==> src/rtl/keypad_pkg.sv <==
// Shared definitions for the 4x4 keypad scanner: FSM encoding, idle/initial
// column and row patterns, and the helpers that turn a row/column hit into a hex code.
package keypad_pkg;

  localparam logic [1:0] SCAN     = 2'd0;
  localparam logic [1:0] DEBOUNCE = 2'd1;
  localparam logic [1:0] PRESSED  = 2'd2;

  localparam logic [3:0] COL_INIT  = 4'b1110;
  localparam logic [3:0] ROWS_IDLE = 4'b1111;

  // Physical keypad legend, indexed as {row, column}.
  function automatic logic [3:0] keyMap(input logic [1:0] rowIdx, input logic [1:0] colIdx);
    logic [3:0] code;
    case ({rowIdx, colIdx})
      4'h0: code = 4'h1;
      4'h1: code = 4'h2;
      4'h2: code = 4'h3;
      4'h3: code = 4'hA;
      4'h4: code = 4'h4;
      4'h5: code = 4'h5;
      4'h6: code = 4'h6;
      4'h7: code = 4'hB;
      4'h8: code = 4'h7;
      4'h9: code = 4'h8;
      4'hA: code = 4'h9;
      4'hB: code = 4'hC;
      4'hC: code = 4'h0;
      4'hD: code = 4'hF;
      4'hE: code = 4'hE;
      default: code = 4'hD;
    endcase
    return code;
  endfunction

  // Lowest-index active-low row wins when several rows are pulled down together.
  function automatic logic [1:0] firstLowRow(input logic [3:0] rows);
    logic [1:0] idx;
    idx = 2'd0;
    for (int i = 3; i >= 0; i--) begin
      if (!rows[i]) idx = 2'(i);
    end
    return idx;
  endfunction

endpackage

==> src/rtl/keypad_scanner_row_sync.sv <==
// Two-flop synchronizer for the asynchronous keypad row lines; idles high
// (no key) out of reset.
module row_sync
  import keypad_pkg::*;
(
  input  logic       clk,
  input  logic       reset_n,
  input  logic [3:0] row_i,
  output logic [3:0] rs_o
);

  logic [3:0] meta_q;
  logic [3:0] sync_q;

  always_ff @(posedge clk or negedge reset_n) begin
    if (!reset_n) begin
      meta_q <= ROWS_IDLE;
      sync_q <= ROWS_IDLE;
    end else begin
      meta_q <= row_i;
      sync_q <= meta_q;
    end
  end

  assign rs_o = sync_q;

endmodule

==> src/rtl/keypad_scanner.sv <==
// 4x4 matrix keypad scanner: walks an active-low column, debounces the row
// pattern seen on it, and reports accepted presses as a hex code plus a valid pulse.
module keypad_scanner
  import keypad_pkg::*;
#(
  parameter int DWELL_CYCLES     = 50000,
  parameter int DEBOUNCE_SAMPLES = 4
) (
  input  logic       clk,
  input  logic       reset_n,
  input  logic [3:0] row,
  output logic [3:0] col,
  output logic [3:0] key_code,
  output logic       key_valid,
  output logic       key_held
);

  localparam int CW = $clog2(DWELL_CYCLES);
  localparam int SW = $clog2(DEBOUNCE_SAMPLES + 1);
  localparam logic [CW-1:0] DWELL_LAST     = CW'(DWELL_CYCLES - 1);
  localparam logic [SW-1:0] SAMPLES_NEEDED = SW'(DEBOUNCE_SAMPLES);

  logic [3:0]    rs;
  logic [1:0]    state_q, state_d;
  logic [CW-1:0] dwellCnt_q, dwellCnt_d;
  logic [3:0]    col_q, col_d;
  logic [3:0]    pat_q, pat_d;
  logic [SW-1:0] stableCnt_q, stableCnt_d;
  logic [SW-1:0] relCnt_q, relCnt_d;
  logic [3:0]    keyCode_q, keyCode_d;
  logic          keyValid_q, keyValid_d;
  logic          keyHeld_q, keyHeld_d;

  logic          tc;
  logic          accept;
  logic [3:0]    colRot;
  logic [1:0]    colIdx;
  logic [SW-1:0] stableNext;
  logic [SW-1:0] relNext;

  row_sync u_row_sync (
    .clk    (clk),
    .reset_n(reset_n),
    .row_i  (row),
    .rs_o   (rs)
  );

  assign tc         = (dwellCnt_q == DWELL_LAST);
  assign colRot     = {col_q[2:0], col_q[3]};
  assign stableNext = (stableCnt_q >= SAMPLES_NEEDED) ? stableCnt_q : stableCnt_q + SW'(1);
  assign relNext    = (relCnt_q >= SAMPLES_NEEDED) ? relCnt_q : relCnt_q + SW'(1);

  always_comb begin
    case (col_q)
      4'b1101: colIdx = 2'd1;
      4'b1011: colIdx = 2'd2;
      4'b0111: colIdx = 2'd3;
      default: colIdx = 2'd0;
    endcase
  end

  // Columns only move on tc, so wrapping at tc also restarts the dwell on every column change.
  always_comb begin
    state_d     = state_q;
    dwellCnt_d  = tc ? '0 : dwellCnt_q + CW'(1);
    col_d       = col_q;
    pat_d       = pat_q;
    stableCnt_d = stableCnt_q;
    relCnt_d    = relCnt_q;
    keyCode_d   = keyCode_q;
    keyValid_d  = 1'b0;
    keyHeld_d   = keyHeld_q;
    accept      = 1'b0;

    if (tc) begin
      case (state_q)
        SCAN: begin
          if (rs != ROWS_IDLE) begin
            pat_d       = rs;
            stableCnt_d = SW'(1);
            if (DEBOUNCE_SAMPLES <= 1) accept = 1'b1;
            else state_d = DEBOUNCE;
          end else begin
            col_d = colRot;
          end
        end
        DEBOUNCE: begin
          if (rs == pat_q) begin
            stableCnt_d = stableNext;
            if (stableNext == SAMPLES_NEEDED) accept = 1'b1;
          end else begin
            col_d   = colRot;
            state_d = SCAN;
          end
        end
        PRESSED: begin
          if (rs == ROWS_IDLE) begin
            relCnt_d = relNext;
            if (relNext == SAMPLES_NEEDED) begin
              keyHeld_d = 1'b0;
              col_d     = colRot;
              state_d   = SCAN;
            end
          end else begin
            relCnt_d = '0;
          end
        end
        default: state_d = SCAN;
      endcase
    end

    // On acceptance rs equals the captured pattern, so it can be decoded directly.
    if (accept) begin
      keyCode_d  = keyMap(firstLowRow(rs), colIdx);
      keyValid_d = 1'b1;
      keyHeld_d  = 1'b1;
      relCnt_d   = '0;
      state_d    = PRESSED;
    end
  end

  always_ff @(posedge clk or negedge reset_n) begin
    if (!reset_n) begin
      state_q     <= SCAN;
      dwellCnt_q  <= '0;
      col_q       <= COL_INIT;
      pat_q       <= ROWS_IDLE;
      stableCnt_q <= '0;
      relCnt_q    <= '0;
      keyCode_q   <= 4'h0;
      keyValid_q  <= 1'b0;
      keyHeld_q   <= 1'b0;
    end else begin
      state_q     <= state_d;
      dwellCnt_q  <= dwellCnt_d;
      col_q       <= col_d;
      pat_q       <= pat_d;
      stableCnt_q <= stableCnt_d;
      relCnt_q    <= relCnt_d;
      keyCode_q   <= keyCode_d;
      keyValid_q  <= keyValid_d;
      keyHeld_q   <= keyHeld_d;
    end
  end

  assign col       = col_q;
  assign key_code  = keyCode_q;
  assign key_valid = keyValid_q;
  assign key_held  = keyHeld_q;

endmodule

==> config.mk <==
export PLATFORM = sky130hd
export DESIGN_NAME = keypad_scanner
export DESIGN_NICKNAME = d
export VERILOG_FILES = /design/src/rtl/keypad_pkg.sv /design/src/rtl/keypad_scanner_row_sync.sv /design/src/rtl/keypad_scanner.sv
export SDC_FILE = /design/constraint.sdc
export NUM_CORES = 1
export LEC_CHECK = 0
export BUFFER_PORTS_ARGS = -buffer_cell sky130_fd_sc_hd__buf_4
export CORE_UTILIZATION = 45
export DETAILED_ROUTE_END_ITERATION = 10
export GPL_TIMING_DRIVEN = 0
export PLACE_DENSITY = 0.68
export SLEW_MARGIN = 0
export SYNTH_ARGS = -nofsm -noshare
export SYNTH_HDL_FRONTEND = slang
export SYNTH_SLANG_ARGS = --single-unit
==> constraint.sdc <==
create_clock -name clk -period 2.8 [get_ports clk]
set_input_delay 0.56 -clock clk [delete_from_list [all_inputs] [get_ports clk]]
set_output_delay 0.56 -clock clk [all_outputs]
set_load 0.02 [all_outputs]
==> results.md, run 1 <==
- CP Class: reg2reg
- Port bufs: 15
- CTS root buffer: clkbuf_8
- Sequential fraction of the synthesis area: 0.501
- Worst Path Required: 3.00 ns
- Register bit count reported by yosys: 46
- Yosys warns: 0
- WP buf/inv: 1
- Reg-to-reg critical path endpoint: col[0]
- WL final: 3.83 mm
- Mapped Cells: 203
- DRT iter0 DRCs: 45
- Rel. slew slack: 0.619
- Worst setup EP type: flip-flop
- Final global-route overflow total: 0
- # diodes: 0
- First-pass GRT wire length: 6.57 mm
- CP startpoint kind: flip-flop
- Tcrit/Tclk final: 0.687
- DR DRC count: 0
- Remaining antenna violation count after routing: 0
- Die H: 74.0 um
- TritonCTS buffer count: 5
- Final GP Congestion: 0.805
- Die area: 0.00548 sq mm
- Vias/cell: 5.10
- R2R setup slack: 0.88 ns
- Leak pwr: 1.15 nW
- Top-count cell post-synth: dfrtp_1
- Row count: 25
- Arrival time at the worst endpoint: 2.12 ns
- Final Critical Period: 1.92 ns
- CTS Sinks: 46
- Cell Chain, Critical Path: inv_1 > ha_1 > nor3b_1 > o221ai_2 > nand2_1 > nand4_4 > mux2_1
- Final setup fails: 0
- CTS resizes: 0
- Top post-synthesis cells by area: dfrtp_1 33%, dfstp_2 17%, xor2_1 4.5%, ha_1 4.3%, xnor2_1 3.4%
- Slowest CP cell: dfrtp_1
- GRT Overall Usage: 0.160
- Worst-skew pair later-pin latency: 0.30 ns
- Share of the synthesized area in the top cell type: 0.332
- Commonest cells in the netlist: 31 x dfrtp_1, 20 x nand2_1, 15 x dfstp_2, 12 x xor2_1, 11 x nor2_1
- Least-Margin Pin Slew: 0.571 ns
- Initial antenna violation count: 0
- Predominant post-synthesis flop cell: dfrtp_1
- Hold Buf Count CTS: 0
- Crit-path max cell delay: 0.41 ns
- Vias: 1495
- Die Wd: 74.0 um
- Ys async rst share: 1.00
- Fin. max-slew vios: 0
- Worst min-delay path class: in2async
- R2r startpoint: relCnt_q[0]
- Clk_skew: 0.00835 ns
- Synth area leader: dfrtp_1
- CP Depth: 7
- R2R depth: 7
- Clock-pin slew on the worst setup and hold paths: 0.10 ns
- Largest net degree at the start of global routing: 47
- Final Hold Viols: 0
- Longest Clk Path Bufs: 2
- Cell variety after synth: 48
- Core Box Area: 0.00485 sq mm
- Share of layout cells above drive strength 1: 0.261
- Setup_tns: 0 ns
- Status: complete, no violations
- Max Fanout on Critical Path: 5
- Power density over the cells: 435 mW/mm^2
- HPWL after DPL: 2.67 mm
- Postcts setup bufs: 0
- DR WL/cell: 13.1 um
- RSZ-0062 raised after global routing: no
- Final #Nets: 239
- # IOs: 16
- Filler instances: 440
- CTS tree: built
- Vias in the first global route: 1395
- Post-synthesis cell area: 0.00233 sq mm
- Delay-heaviest family, CP: simple AND/OR/NAND/NOR gates
- DR pass1 iterations: 4
- Worst vdd ir: 0.241 mV
- Final Util: 0.541
- Avg Cell Area, Syn: 11.5 sq um
- H-tree level count: 2
- Mapped Nets: 217
- Number of synthesized flops with an enable pin: 0
- Initial Utilization: 0.482
- Max Cap Violations: 0
- Max Freq: 0.520 GHz
- Area grow syn2layout: 12.4%
[per-layer routing]
| layer | global-route usage | vias up | wire length, um |
|---|---|---|---|
| met5 | 0 | - | 0 |
| met4 | 0.0641 | 0 | 63 |
| met3 | 0.0407 | 5 | 87 |
| met2 | 0.244 | 13 | 1720 |
| met1 | 0.218 | 721 | 1960 |
| li1 | - | 756 | - |
[stage by stage]
stage          setup WS [ns]  std cells  instance area, sq um  power, mW  hold slack (ns)
2_1_floorplan          0.964        203                  2330      0.707            0.264
3_3_place_gp           0.871        285                  2530      0.729            0.346
3_5_place_dp           0.856        285                  2530      0.730            0.347
4_1_cts                0.839        293                  2620       1.16            0.267
5_1_grt                0.662        293                  2620       1.19            0.288
6_report               0.877        293                  2620       1.14            0.253
[registers in the layout (all words and copies together), names as in the netlist]
register           cells
u_row_sync.meta_q      4
key_code               4
relCnt_q               3
col                    4
dwellCnt_q            16
pat_q                  4
state_q                2
key_held               1
key_valid              1
u_row_sync.rs_o        4
stableCnt_q            3
[final cells by class]
type,instances,area [sq um],area share
multi-input cells,146,1110,0.424
plain buffers,4,26.3,0.0100
repair buffers,15,113,0.0429
flip-flops and latches,46,1170,0.446
clock inverters,3,23.8,0.00906
clock buffers,5,68.8,0.0262
inverters,7,26.3,0.0100
well taps,67,83.8,0.0320
[worst max-delay path by stage]
stage	startpoint	slack, ns	end
CTS	relCnt_q[0]	0.84	col[0]
detailed placement	relCnt_q[0]	0.86	col[0]
global placement	relCnt_q[0]	0.87	col[0]
finish	relCnt_q[0]	0.88	col[0]
global route	stableCnt_q[0]	0.66	key_code[2]
floorplan	col[3]	0.96	key_code[1]
[cells in the final DEF, fill, tap and decap left out, types with 3 or more instances in the layout]
cell type	n
and2_1	4
nand3_1	8
mux2_1	5
mux2_2	5
mux2i_1	4
buf_4	16
xor2_1	12
dfstp_2	15
o21ai_0	5
dfrtp_1	31
nand4_1	8
a21oi_1	6
xnor2_1	9
nor2_1	11
nor2b_1	3
nand2_1	20
clkbuf_8	5
nor3b_1	3
and4_1	4
inv_1	7
ha_1	8
[logic make-up (layout without fill, tap and decap cells)]
logic type                 after synthesis  in the layout  share of synthesized area
DFF                                     46             46                      0.501
adders and majority gates                8              8                     0.0429
buffers and inverters                   11             34                     0.0225
AOI/OAI and AO/OA                       20             20                     0.0568
xor gates and xnor gates                21             21                     0.0788
muxes                                   14             14                     0.0654
and+or+nand+nor                         83             83                      0.233
[where the power goes]
part           leakage (nW)  switching, mW  internal (mW)
clock network        0.0491          0.243          0.181
logic                 0.523         0.0223         0.0128
registers             0.575        0.00558          0.675
Note: power is estimated with default switching activity, not from simulation.
==> run 2: changes to the inputs <==
- ABC_AREA: not set -> 1
- PLACE_DENSITY: 0.68 -> 0.7
- clock period: 2.8 -> 1.7 ns (I/O delays scaled with it)
==> run 2 against run 1 <==
  * Combinational power rose by 88%
  * Flip-flop and latch count did not move
  * Fmax up 11%
  * Cell count grew 48%
  * Sequential share of layout area down 6.6 points
  * Clock power up 49%
  * The flow now finishes with violations (setup timing)
  * Clock-buffer cell count increased by 1
  * Synthesized cell count rose by 60%
  * Worst setup slack got worse by 0.90 ns
==> results.md, run 2 <==
- Tcrit/Tclk final: 1.02 (was 0.687)
- Yosys warns: 0 (unchanged)
- Max Cap Violations: 0 (unchanged)
- CTS Sinks: 46 (unchanged)
- DR DRC count: 0 (unchanged)
- Vias: 2020 (was 1495)
- Share of the synthesized area in the top cell type: 0.306 (was 0.332)
- Max reg flops: 16 (unchanged)
- Final GP Congestion: 0.834 (was 0.805)
- Top post-synthesis cells by area: dfrtp_1 31%, dfstp_2 16%, nand2_1 12%, inv_1 9.5%, nor2_1 5.2% (was dfrtp_1 33%, dfstp_2 17%, xor2_1 4.5%, ha_1 4.3%, xnor2_1 3.4%)
- Register bit count reported by yosys: 46 (unchanged)
- Ys async rst share: 1.00 (unchanged)
- Commonest non-fill, non-tap cell in the layout: nand2_1 (was dfrtp_1)
- Final Hold Viols: 0 (unchanged)
- Largest net degree at the start of global routing: 47 (unchanged)
- Placed cell areas: 0.00276 sq mm (was 0.00253 sq mm)
- Area grow syn2layout: 21.4% (was 12.4%)
- Vias/cell: 4.64 (was 5.10)
- Top-count cell post-synth: nand2_1 (was dfrtp_1)
- TritonCTS buffer count: 5 (unchanged)
- Comb pwr share: 0.036 (was 0.031)
- Die area: 0.00594 sq mm (was 0.00548 sq mm)
- Reg-to-reg critical path endpoint: key_code[2] (was col[0])
- CP Class: reg2reg (unchanged)
- Largest Register: dwellCnt_q (unchanged)
- Number of synthesized flops with an enable pin: 0 (unchanged)
- Core Box Area: 0.00527 sq mm (was 0.00485 sq mm)
- Status: complete, but fails checks (was complete, no violations)
- Sequential fraction of the synthesis area: 0.461 (was 0.501)
- Worst vdd ir: 0.493 mV (was 0.241 mV)
- Clock-pin slew on the worst setup and hold paths: 0.09 ns (was 0.10 ns)
- Max Fanout on Critical Path: 5 (unchanged)
- Clk_skew: 0.0143 ns (was 0.00835 ns)
- DR pass1 iterations: 4 (unchanged)
- Initial Utilization: 0.481 (was 0.482)
- HPWL after DPL: 3.18 mm (was 2.67 mm)
- Setup_tns: -0.0388 ns (was 0 ns)
- Hold Buf Count CTS: 0 (unchanged)
- Clock network power share: 0.348 (was 0.372)
- Filler instances: 507 (was 440)
- Final setup fails: 2 (was 0)
- Worst Path Required: 1.92 ns (was 3.00 ns)
- CTS tree: built (unchanged)
- Worst setup EP type: flip-flop (unchanged)
- Predominant post-synthesis flop cell: dfrtp_1 (unchanged)
- Seq pwr share: 0.616 (was 0.597)
- H-tree level count: 2 (unchanged)
- Die Wd: 77.1 um (was 74.0 um)
- Arrival time at the worst endpoint: 1.95 ns (was 2.12 ns)
- Die H: 77.1 um (was 74.0 um)
- Avg Cell Area, Syn: 7.80 sq um (was 11.5 sq um)
- Final Critical Period: 1.73 ns (was 1.92 ns)
- Fin area: 0.00308 sq mm (was 0.00262 sq mm)
- Dpl cells: 410 (was 285)
- DRT iter0 DRCs: 73 (was 45)
- Vias in the first global route: 2048 (was 1395)
- Switching Power: 0.401 mW (was 0.271 mW)
- Final #Nets: 378 (was 239)
- Fin. max-slew vios: 0 (unchanged)
- WL final: 4.53 mm (was 3.83 mm)
- Non-Filler Instances: 435 (was 293)
- # IOs: 16 (unchanged)
- CTS root buffer: clkbuf_8 (unchanged)
- Mapped Nets: 339 (was 217)
- Port bufs: 15 (unchanged)
- R2r startpoint: col[2] (was relCnt_q[0])
- Final WS setup: -0.0271 ns (was 0.877 ns)
- Power density over the cells: 591 mW/mm^2 (was 435 mW/mm^2)
- Initial antenna violation count: 0 (unchanged)
- RSZ-0062 raised after global routing: yes (was no)
- Failing checks: setup timing
- Sw Share: 0.220 (was 0.238)
- Cell internal pwr: 1.42 mW (was 0.869 mW)
- Post-synthesis cell area: 0.00254 sq mm (was 0.00233 sq mm)
- Hold Worst Slack: 0.0348 ns (was 0.253 ns)
- DR WL/cell: 10.4 um (was 13.1 um)
- Remaining antenna violation count after routing: 0 (unchanged)
- Max Freq: 0.579 GHz (was 0.520 GHz)
- Share of layout cells above drive strength 1: 0.296 (was 0.261)
- First-pass GRT wire length: 8.36 mm (was 6.57 mm)
- Mapped Cells: 325 (was 203)
- Worst min-delay path class: in2async (unchanged)
- Final global-route overflow total: 0 (unchanged)
- Least-Margin Pin Slew: 0.572 ns (was 0.571 ns)
- Row count: 26 (was 25)
- CP startpoint kind: flip-flop (unchanged)
- Longest Clk Path Bufs: 2 (unchanged)
- Leak pwr: 1.68 nW (was 1.15 nW)
- Commonest cells in the netlist: 81 x nand2_1, 64 x inv_1, 35 x nor2_1, 31 x dfrtp_1, 22 x o21ai_0 (was 31 x dfrtp_1, 20 x nand2_1, 15 x dfstp_2, 12 x xor2_1, 11 x nor2_1)
- R2R setup slack: -0.03 ns (was 0.88 ns)
- # diodes: 0 (unchanged)
- Synth area leader: dfrtp_1 (unchanged)
- GRT Overall Usage: 0.175 (was 0.160)
- Cell variety after synth: 27 (was 48)
- R2R depth: 7 (unchanged)
- Rel. slew slack: 0.619 (about the same)
- Worst-skew pair later-pin latency: 0.30 ns (about the same)
- Commonest non-fill, non-tap cells in the layout: 75 x nand2_1, 60 x inv_1, 32 x buf_4, 31 x nor2_1, 31 x dfrtp_1 (was 31 x dfrtp_1, 20 x nand2_1, 16 x buf_4, 15 x dfstp_2, 12 x xor2_1)
[run 2: cell count changes after synthesis, sizes merged, moves of 5 or more]
cell | previous run | this run
and2 | 5 | 0
mux2 | 10 | 0
xnor2 | 9 | 0
nor2 | 12 | 43
inv | 7 | 70
nand2 | 21 | 86
o21ai | 6 | 33
xor2 | 12 | 4
nand3 | 9 | 14
[run 2: area by class of cell]
type	instances	area, sq um	area share
multi-input cells	209	1230	0.400
flip-flops and latches	46	1170	0.380
inverters	70	265	0.0862
repair buffers	32	240	0.0780
well taps	70	87.6	0.0285
clock buffers	6	72.6	0.0236
clock inverters	2	10.0	0.00325
[run 2: worst max-delay path, stage by stage (launching register included)]
cell and delay (ns):
dfstp_2 0.58, nand4_1 0.18, o31a_1 0.18, ha_2 0.20, or2_1 0.22, o21ai_1 0.09, o21ai_1 0.08, o21ai_1 0.13
[run 2: power groups by stage]
stage | sequential, mW | clock [mW] | combinational, mW
finish | 1.12 | 0.633 | 0.0660
global route | 1.12 | 0.707 | 0.0786
CTS | 1.12 | 0.666 | 0.0620
detailed placement | 1.14 | 0 | 0.0612
global placement | 1.14 | 0 | 0.0601
floorplan | 1.14 | 0 | 0.0256
[run 2: cells by family after synthesis]
kind of cell / after synthesis / share of synthesized area
AO/OA/AOI/OAI: 41 / 0.0844
XOR/XNOR: 4 / 0.0138
adder cells (fa/ha/maj): 8 / 0.0395
buffers and inverters: 70 / 0.105
flip-flops: 46 / 0.461
AND/OR/NAND/NOR: 156 / 0.296
[run 2: how the worst max path moves through the flow]
| stage | start | end | slack, ns | depth (start not counted) |
|---|---|---|---|---|
| after floorplan | col[3] | key_code[2] | -0.03 | 8 |
| after global placement | col[3] | key_code[1] | -0.07 | 11 |
| after detailed placement | col[1] | key_code[1] | -0.07 | 10 |
| after CTS | col[3] | key_code[1] | -0.04 | 11 |
| after global routing | col[3] | key_code[1] | -0.16 | 11 |
| final | col[2] | key_code[2] | -0.03 | 7 |
[run 2: layer usage]
layer / share of wire / wire length (um) / GRT usage
met4: 0.024 / 109 / 0.0830
met3: 0.029 / 131 / 0.0417
met2: 0.47 / 2110 / 0.296
met5: 0 / 0 / 0
met1: 0.48 / 2180 / 0.211
[run 2: timing repair]
item                                    4_1_cts  5_1_grt
buffers inserted                              9        8
cloned                                        0        0
endpoints found under the setup margin       12       17
gates resized for setup                       5       31
pin swaps                                     8       11
endpoints found under the hold margin         0        0
[run 2: through the flow]
step           total power, mW  setup WS (ns)   util
2_1_floorplan             1.16        -0.0270      -
3_3_place_gp              1.20        -0.0679  0.523
3_5_place_dp              1.20        -0.0733  0.523
4_1_cts                   1.85        -0.0382  0.554
5_1_grt                   1.91         -0.156  0.584
6_report                  1.82        -0.0271  0.584
==> run 3: changes to the inputs <==
- CTS_BUF_LIST: not set -> sky130_fd_sc_hd__clkbuf_16
==> run 3 against run 2 <==
  * The run still ends with setup timing left
  * Sequential power barely moved
  * Cell count shrank 1.4%
  * Sequential share of layout area down 0.12 points
  * Critical endpoint is now key_code[1]
  * Highest routed layer unchanged
  * Largest cell class unchanged
  * Non-clock buffer count shrank 6
  * Core utilization is 0.19 points higher
  * Flip-flop and latch count unchanged
  * Die area unchanged
  * Routed wire length grew 1.6%
  * Register-to-register slack is essentially flat
==> results.md, run 3 (same netlist as run 2, synthesis figures left out) <==
- Area grow syn2layout: 21.8% (was 21.4%)
- Worst min-delay path class: in2async (unchanged)
- DR pass1 iterations: 4 (unchanged)
- Rel. slew slack: 0.626 (was 0.619)
- Commonest non-fill, non-tap cell in the layout: nand2_1 (unchanged)
- HPWL after DPL: 3.18 mm (unchanged)
- CTS tree: built (unchanged)
- First-pass GRT wire length: 8.56 mm (was 8.36 mm)
- DR WL/cell: 10.7 um (was 10.4 um)
- CTS Sinks: 46 (unchanged)
- WP buf/inv: 2 (was 0)
- # diodes: 0 (unchanged)
- Failing checks: setup timing (unchanged)
- R2R setup slack: -0.02 ns (was -0.03 ns)
- Row count: 26 (unchanged)
- Cell internal pwr: 1.67 mW (was 1.42 mW)
- Final GP Congestion: 0.834 (unchanged)
- Fin. max-slew vios: 0 (unchanged)
- Final WS setup: -0.0161 ns (was -0.0271 ns)
- Largest Register: dwellCnt_q (unchanged)
- R2r startpoint: col[3] (was col[2])
- Die area: 0.00594 sq mm (unchanged)
- Dpl cells: 410 (unchanged)
- DR DRC count: 0 (unchanged)
- Port bufs: 15 (unchanged)
- Clock network power share: 0.436 (was 0.348)
- Wire length on met3: 153 um (was 131 um)
- CP dominant cell by count: nand2_1 (was o21ai_1)
- DRT iter0 DRCs: 93 (was 73)
- Core Box Area: 0.00527 sq mm (unchanged)
- TritonCTS buffer count: 5 (unchanged)
- Hold Worst Slack: 0.0528 ns (was 0.0348 ns)
- Slowest CP cell: dfstp_2 (unchanged)
- CP Depth: 11 (was 7)
- Clk_skew: 0.00775 ns (was 0.0143 ns)
- Initial Utilization: 0.481 (unchanged)
- Vias/cell: 4.69 (was 4.64)
- H-tree level count: 2 (unchanged)
- Initial antenna violation count: 0 (unchanged)
- Cell Chain, Critical Path: inv_2 > nand4_1 > o31a_1 > inv_2 > ha_4 > nand3_2 > nand2_1 > nand2_1 > o21ai_1 > nand2_1 > nand2_1 (was nand4_1 > o31a_1 > ha_2 > or2_1 > o21ai_1 > o21ai_1 > o21ai_1)
- Status: complete, but fails checks (unchanged)
- Share of layout cells above drive strength 1: 0.279 (was 0.296)
- Vias in the first global route: 2084 (was 2048)
- Setup_tns: -0.0243 ns (was -0.0388 ns)
- Leak pwr: 1.68 nW (about the same)
- Commonest non-fill, non-tap cells in the layout: 78 x nand2_1, 61 x inv_1, 31 x nor2_1, 31 x dfrtp_1, 26 x buf_4 (was 75 x nand2_1, 60 x inv_1, 32 x buf_4, 31 x nor2_1, 31 x dfrtp_1)
- Place WS: -0.0733 ns (unchanged)
- Final Util: 0.586 (was 0.584)
- CP startpoint kind: flip-flop (unchanged)
- RSZ-0062 raised after global routing: yes (unchanged)
- Power density over the cells: 679 mW/mm^2 (was 591 mW/mm^2)
- Worst-skew pair later-pin latency: 0.28 ns (was 0.30 ns)
- Worst vdd ir: 0.550 mV (was 0.493 mV)
- Clock-pin slew on the worst setup and hold paths: 0.06 ns (was 0.09 ns)
- WL final: 4.60 mm (was 4.53 mm)
- Largest net degree at the start of global routing: 47 (unchanged)
- Least-Margin Pin Slew: 0.561 ns (was 0.572 ns)
- Final Hold Viols: 0 (unchanged)
- Met1 wire length: 2.15 mm (was 2.18 mm)
- Max reg flops: 16 (unchanged)
- CTS root buffer: clkbuf_16 (was clkbuf_8)
- Max Fanout on Critical Path: 3 (was 5)
- Remaining antenna violation count after routing: 0 (unchanged)
- Comb pwr share: 0.030 (was 0.036)
- Placed cell areas: 0.00276 sq mm (unchanged)
- Non-Filler Instances: 429 (was 435)
- Final global-route overflow total: 0 (unchanged)
- Worst Path Required: 1.92 ns (about the same)
- CP Class: reg2reg (unchanged)
- Longest Clk Path Bufs: 2 (unchanged)
- Hold Buf Count CTS: 0 (unchanged)
- Sw Share: 0.206 (was 0.220)
- Highest routed layer: met4 (unchanged)
- Final Critical Period: 1.72 ns (was 1.73 ns)
- Reg-to-reg critical path endpoint: key_code[1] (was key_code[2])
- Arrival time at the worst endpoint: 1.94 ns (was 1.95 ns)
- Delay-heaviest family, CP: flip-flops (unchanged)
- Die Wd: 77.1 um (unchanged)
- Seq pwr share: 0.534 (was 0.616)
- Switching Power: 0.432 mW (was 0.401 mW)
- # IOs: 16 (unchanged)
- Tcrit/Tclk final: 1.01 (was 1.02)
- R2R depth: 11 (was 7)
- Pwr Total: 2.10 mW (was 1.82 mW)
- Vias: 2011 (was 2020)
- Final #Nets: 372 (was 378)
- GRT Overall Usage: 0.182 (was 0.175)
- Fin area: 0.00309 sq mm (was 0.00308 sq mm)
- Final setup fails: 2 (unchanged)
- CP endpoint: key_code[1] (was key_code[2])
- Max Freq: 0.583 GHz (was 0.579 GHz)
- Worst setup EP type: flip-flop (unchanged)
- Critical path origin: col[3] (was col[2])
- Max Cap Violations: 0 (unchanged)
- Die H: 77.1 um (unchanged)
- Crit-path max cell delay: 0.55 ns (was 0.58 ns)
- Met2 wire len: 2.24 mm (was 2.11 mm)
==> run 3: worst min path at each step <==
stage | to | start
after detailed placement | u_row_sync.rs_o[1] | u_row_sync.meta_q[1]
final | dwellCnt_q[6] | reset_n
after global routing | dwellCnt_q[6] | reset_n
after global placement | u_row_sync.rs_o[2] | u_row_sync.meta_q[2]
after CTS | dwellCnt_q[6] | reset_n
after floorplan | col[0] | reset_n
==> run 3: layer usage <==
layer  track usage  vias up
li1              -     1064
met1         0.213      914
met2         0.317       29
met3        0.0429        4
met4        0.0830        0
met5             0        -
==> run 3: repair_timing <==
| item | CTS | global route |
|---|---|---|
| pin swaps | 9 | 11 |
| buffers inserted | 9 | 2 |
| resized for setup | 6 | 32 |
| endpoints found under the setup margin | 13 | 19 |
==> run 3: final cells by class <==
type | count | area (sq um)
clock inverters | 3 | 13.8
multi-input cells | 209 | 1230
flip-flops and latches | 46 | 1170
repair buffers | 26 | 195
clock buffers | 5 | 125
inverters | 70 | 268
well taps | 70 | 87.6
fillers | 505 | 2180
==> run 3: power groups by stage <==
stage	Clock, mW	Combinational [mW]	Sequential, mW
6_report	0.914	0.0631	1.12
3_3_place_gp	0	0.0601	1.14
4_1_cts	0.951	0.0622	1.12
2_1_floorplan	0	0.0256	1.14
5_1_grt	0.991	0.0760	1.12
3_5_place_dp	0	0.0612	1.14
